**config.mk**
```make
export PLATFORM = sky130hd
export DESIGN_NAME = eu_dispatch
export DESIGN_NICKNAME = d
export VERILOG_FILES = /design/src/rtl/eu_dispatch.sv
export SDC_FILE = /design/constraint.sdc
export NUM_CORES = 1
export LEC_CHECK = 0
export BUFFER_PORTS_ARGS = -buffer_cell sky130_fd_sc_hd__buf_4
export CAP_MARGIN = 30
export CORE_AREA = 2 2 138 140
export CTS_BUF_LIST = sky130_fd_sc_hd__clkbuf_2
export DETAILED_ROUTE_END_ITERATION = 12
export DIE_AREA = 0 0 140 142
export PLACE_DENSITY = 0.6
export SETUP_SLACK_MARGIN = 0.3
export SLEW_MARGIN = 10
export SYNTH_ARGS = -nofsm -noshare
export SYNTH_HDL_FRONTEND = slang
export SYNTH_SLANG_ARGS = --single-unit
```
**constraint.sdc**
```tcl
create_clock -name clk -period 1.75 [get_ports clk]
set_input_delay 0.4375 -clock clk [delete_from_list [all_inputs] [get_ports clk]]
set_output_delay 0.4375 -clock clk [all_outputs]
set_load 0.02 [all_outputs]
```
**src/rtl/eu_dispatch.sv**
```systemverilog
// EU instruction dispatcher: accepts FETCH/EXEC instructions, strobes the target
// execution units for one cycle, then waits for their completion or a timeout.

module eu_done_lane (
  input  logic clk,
  input  logic rst_n,
  input  logic clr,
  input  logic en,
  input  logic done,
  input  logic mask_bit,
  output logic ok
);
  logic cap;

  always_ff @(posedge clk or negedge rst_n) begin
    if (!rst_n)   cap <= 1'b0;
    else if (clr) cap <= 1'b0;
    else if (en)  cap <= cap | done;
  end

  // The live done bit counts too, so completion is seen in the cycle it arrives.
  assign ok = cap | done | ~mask_bit;
endmodule

module eu_dispatch #(
  parameter int TIMEOUT_W = 16,
  parameter int EXEC_W    = 28
) (
  input  logic              clk,
  input  logic              rst_n,
  input  logic              instr_valid,
  output logic              instr_ready,
  input  logic [1:0]        instr_op,
  input  logic [31:0]       instr_mask,
  input  logic [31:0]       instr_addr,
  input  logic [4:0]        instr_sel,
  output logic [31:0]       eu_fetch,
  output logic [31:0]       eu_exec,
  output logic [31:0]       eu_fetch_addr,
  output logic [4:0]        sdram_read_sel,
  input  logic              fetch_done,
  input  logic [EXEC_W-1:0] exec_done,
  output logic              busy,
  output logic              err_timeout,
  input  logic              err_clr
);
  localparam logic [1:0] OP_FETCH = 2'b01;
  localparam logic [1:0] OP_EXEC  = 2'b10;
  localparam logic [TIMEOUT_W-1:0] CNT_MAX  = '1;
  localparam logic [TIMEOUT_W-1:0] CNT_LAST = CNT_MAX - 1'b1;

  typedef enum logic [1:0] {S_IDLE, S_ISSUE, S_WAIT} state_t;

  state_t                state_q, state_d;
  logic                  exec_q;
  logic [31:0]           mask_q;
  logic [TIMEOUT_W-1:0]  cnt_q;
  logic [EXEC_W-1:0]     lane_ok;
  logic                  accept, is_work, start, complete, timeout_hit;

  assign instr_ready = (state_q == S_IDLE);
  assign busy        = (state_q != S_IDLE);
  assign accept      = instr_valid & instr_ready;
  assign is_work     = (instr_op == OP_FETCH) || (instr_op == OP_EXEC);
  assign start       = accept & is_work & (|instr_mask);

  always_ff @(posedge clk or negedge rst_n) begin
    if (!rst_n) begin
      eu_fetch_addr  <= '0;
      sdram_read_sel <= '0;
    end else if (accept && is_work) begin
      eu_fetch_addr  <= instr_addr;
      sdram_read_sel <= instr_sel;
    end
  end

  always_ff @(posedge clk or negedge rst_n) begin
    if (!rst_n) begin
      mask_q <= '0;
      exec_q <= 1'b0;
    end else if (start) begin
      mask_q <= instr_mask;
      exec_q <= (instr_op == OP_EXEC);
    end
  end

  always_ff @(posedge clk or negedge rst_n) begin
    if (!rst_n)                                   cnt_q <= '0;
    else if (state_q == S_ISSUE)                  cnt_q <= '0;
    else if (state_q == S_WAIT && cnt_q != CNT_MAX) cnt_q <= cnt_q + 1'b1;
  end

  // Capture is cleared in ISSUE so done bits seen there are discarded.
  for (genvar i = 0; i < EXEC_W; i++) begin : g_lane
    eu_done_lane u_lane (
      .clk      (clk),
      .rst_n    (rst_n),
      .clr      (state_q == S_ISSUE),
      .en       (state_q == S_WAIT),
      .done     (exec_done[i]),
      .mask_bit (mask_q[i]),
      .ok       (lane_ok[i])
    );
  end

  assign complete    = exec_q ? (&lane_ok) : fetch_done;
  // Counter reaches its maximum on this cycle's increment; completion takes priority.
  assign timeout_hit = (state_q == S_WAIT) && !complete && (cnt_q >= CNT_LAST);

  always_ff @(posedge clk or negedge rst_n) begin
    if (!rst_n)           err_timeout <= 1'b0;
    else if (timeout_hit) err_timeout <= 1'b1;
    else if (err_clr)     err_timeout <= 1'b0;
  end

  always_ff @(posedge clk or negedge rst_n) begin
    if (!rst_n) state_q <= S_IDLE;
    else        state_q <= state_d;
  end

  always_comb begin
    state_d = state_q;
    case (state_q)
      S_IDLE:  if (start) state_d = S_ISSUE;
      S_ISSUE: state_d = S_WAIT;
      S_WAIT:  if (complete || timeout_hit) state_d = S_IDLE;
      default: state_d = S_IDLE;
    endcase
  end

  assign eu_fetch = (state_q == S_ISSUE && !exec_q) ? mask_q : '0;
  assign eu_exec  = (state_q == S_ISSUE &&  exec_q) ? mask_q : '0;
endmodule

```
==> results.tsv <==
metric	value	unit
status	complete, but fails checks	
violations	DRC, setup timing	
synth.net_count	587	
cts_buffer_depth	2	
fin_ws	-672	ps
drc	13	
nFillCells	1489	
slew_headroom	69.2	%
clk_pin_slew	180	ps
slowest_stage	dfrtp_1	
grt_pass1_wl	32.2	mm
stdcell_area	10800	sq um
cap_viol_max_count	0	
rsz0062_at_grt	yes	
netSwitchingPower	6.30	mW
hold_viol_final	0	
tritoncts	yes	
synth_compound_area_share	6.81	%
htreeDepth	4	
cp.buffers_inverters	3	
fmax	413	MHz
synth_top_area_share	54.0	%
cp_slowest_stage_delay	430	ps
ys_ff_latch	117	
synth-xor-area-share	2.10	%
vias	5552	
hold_class	in -> reg	
crit_required	1310	ps
worstSetupPathType	reg -> out	
gp_congestion	0.746	
wl	22.4	mm
internal_power	10.1	mW
grt_antenna_before_repair	1	
initial_core_util	29.4	%
syn-instance-count	477	
viasPerCell	4.86	
synthTopCellsByArea	dfrtp_1 54%, mux2_2 13%, nor2_1 4.8%, and2_1 3.8%, and3_1 3.7%	
multiInputGateArea	3010	sq um
fp-row-count	50	
synth-warning-count	0	
synthSimpleGateAreaFrac	18.2	%
cpMostUsedCell	buf_6	
synth_area	5420	sq um
ir_worst_vdd	0.963	mV
drive_above_1_share	59.8	%
core	18500	sq um
pwr-share-comb	59.7	%
port_buffers	207	
worstMarginPinSlew	462	ps
holdWs	83.3	ps
antenna_left	0	
p_seq_share	30.0	%
placed_area	8080	sq um
crit_path_end_kind	output port	
die_y	142	um
io_pins	208	
crit_chain	inv_2, ha_4, nor2b_4, buf_6, and2_4, buf_6	
power	16.4	mW
die_w	140	um
cts_inserted_buffers	17	
ctsRootBufferMaster	clkbuf_2	
final.min_clock_period	2420	ps
seqCellArea	2930	sq um
synthFlopType	dfrtp_1	
finalSetupViolCount	150	
die-area	19900	sq um
yosys.area.top_type	dfrtp_1	
drt_iter0_drc	265	
gr-total-overflow	0	
cts_sinks	117	
cp_data_arrival_time	1980	ps
fin_crit_sh	138	%
dp_cells	942	
startpoint_type	register	
switching_share	38.5	%
synthArstFlopShare	100	%
grt_max_degree	51	
post-place-ws	-491	ps
clock-skew-final	33.7	ps
area_growth	98.8	%
synth-adder-area-share	1.38	%
postSynthAreaPerCell	11.4	sq um
cellLeakagePower	5.12	nW
synth-seq-area-share	54.0	%
hpwl	13.3	mm
critPathMaxFanout	5	
ys_types	44	
insertion_delay	690	ps
dr.pass1.iters	12	
clkPwrFrac	10.3	%
synth.area.mux_share	14.6	%
cellPowerDensity	1520	nW/um^2
cp_top_family	flip-flops	
synth_top_family_by_area	simple AND/OR/NAND/NOR gates	
grt_use_total	21.3	%
maxSlewViolCount	0	
fin_cells	1142	
nets	1005	
wl_per_cell	19.6	um
grt_pass1_vias	5909	
synth_edf_count	0	
## registers in the layout, indices dropped and copies added, names as in the netlist
| name | flops |
|---|---|
| state_q | 2 |
| err_timeout | 1 |
| mask_q | 32 |
| eu_fetch_addr | 32 |
| sdram_read_sel | 5 |
| cnt_q | 16 |
| exec_q | 1 |
| g_lane.u_lane.cap | 28 |
## final cells by class
cell class / count / share of cell area, %
Timing Repair Buffer: 423 / 39.8
Antenna cell: 1 / 0.0232
Inverter: 9 / 0.429
Tap cell: 234 / 2.72
Sequential cell: 117 / 27.2
Multi-Input combinational cell: 327 / 27.9
Clock inverter: 12 / 1.06
Clock buffer: 19 / 0.882
## path summary, 6_finish.rpt
kind,start,end,slack (ps),cells past startpoint
worst min register to register,g_lane[23].u_lane.cap,g_lane[23].u_lane.cap,520,2
max in group asynchronous,rst_n,g_lane[21].u_lane.cap,890,3
min in group asynchronous,rst_n,mask_q[16],200,2
worst min-delay path,instr_mask[23],mask_q[23],80,3
worst max register to register,state_q[0],mask_q[24],-500,11
worst max-delay path,state_q[1],eu_fetch[8],-670,6
## power groups by stage
stage	logic (mW)	registers, mW	clock network (mW)
2_1_floorplan	3.63	5.14	0
5_1_grt	10.3	5.03	1.84
3_5_place_dp	6.75	4.77	0
4_1_cts	8.66	4.86	1.73
6_report	9.77	4.90	1.69
3_3_place_gp	6.59	4.76	0
## cell usage after synthesis (2+ instances only)
cell and instances:
a311oi_1 2, nand3_1 6, nor2_1 69, buf_1 4, inv_1 9, a22oi_1 13
mux2_2 65, clkbuf_1 16, xor2_1 10, and2_1 33, a21oi_1 31, ha_1 6
mux2_1 4, and3_1 32, and4_4 3, xnor2_1 3, o21ai_0 3, buf_6 4
nor4_1 8, nand4_1 10, nand2_1 7, dfrtp_1 117
## logic make-up after synthesis
group | after synthesis
AND/OR/NAND/NOR | 179
multiplexers | 70
flip-flops | 117
adder cells (fa/ha/maj) | 6
buffers and inverters | 34
XOR/XNOR | 13
AO/OA/AOI/OAI | 58
## layout by cell type, fill, tap and decap left out, types with 9 or more instances in the layout
master	Yosys	layout
buf_4	0	184
dlygate4sd3_1	0	91
mux2_2	65	20
dfrtp_1	117	116
nand4_1	10	10
and3_4	0	32
a21oi_1	31	29
and2_4	0	33
buf_6	4	115
nor2_1	69	65
buf_12	0	13
a22oi_1	13	9
mux2_4	1	48
xor2_1	10	9
clkbuf_2	0	19
## per-stage QoR
stage | utilization [%] | TNS [ps]
CTS | 55.7 | -72180
finish | 58.4 | -71090
detailed placement | 43.8 | -45350
global route | 58.4 | -83560
floorplan | - | 0
global placement | 43.8 | -42670
## layer usage
| metal | wire length (um) | global-route usage [%] |
|---|---|---|
| met2 | 11500 | 38.0 |
| met4 | 369 | 6.80 |
| met1 | 8900 | 24.6 |
| met5 | 0 | 0 |
| met3 | 1600 | 6.26 |
## worst register-to-register path: stages, from the launching register on
cell      delay, ps
dfrtp_1         450
buf_4           160
buf_6           110
inv_4            50
ha_4            140
buf_6           100
nand3b_1        210
o21bai_4        280
buf_12          150
buf_12          120
buf_16          130
mux2_2          260
## timing repair
action                                  in CTS  in global routing
gates resized for setup                    162                 28
pin swaps                                   24                 11
hold endpoints to repair                   181                  0
hold buffers                                91                  0
cloned                                       9                  8
endpoints found under the setup margin     221                221
buffers inserted                            32                 28
Power figures use the tool's default switching activity.
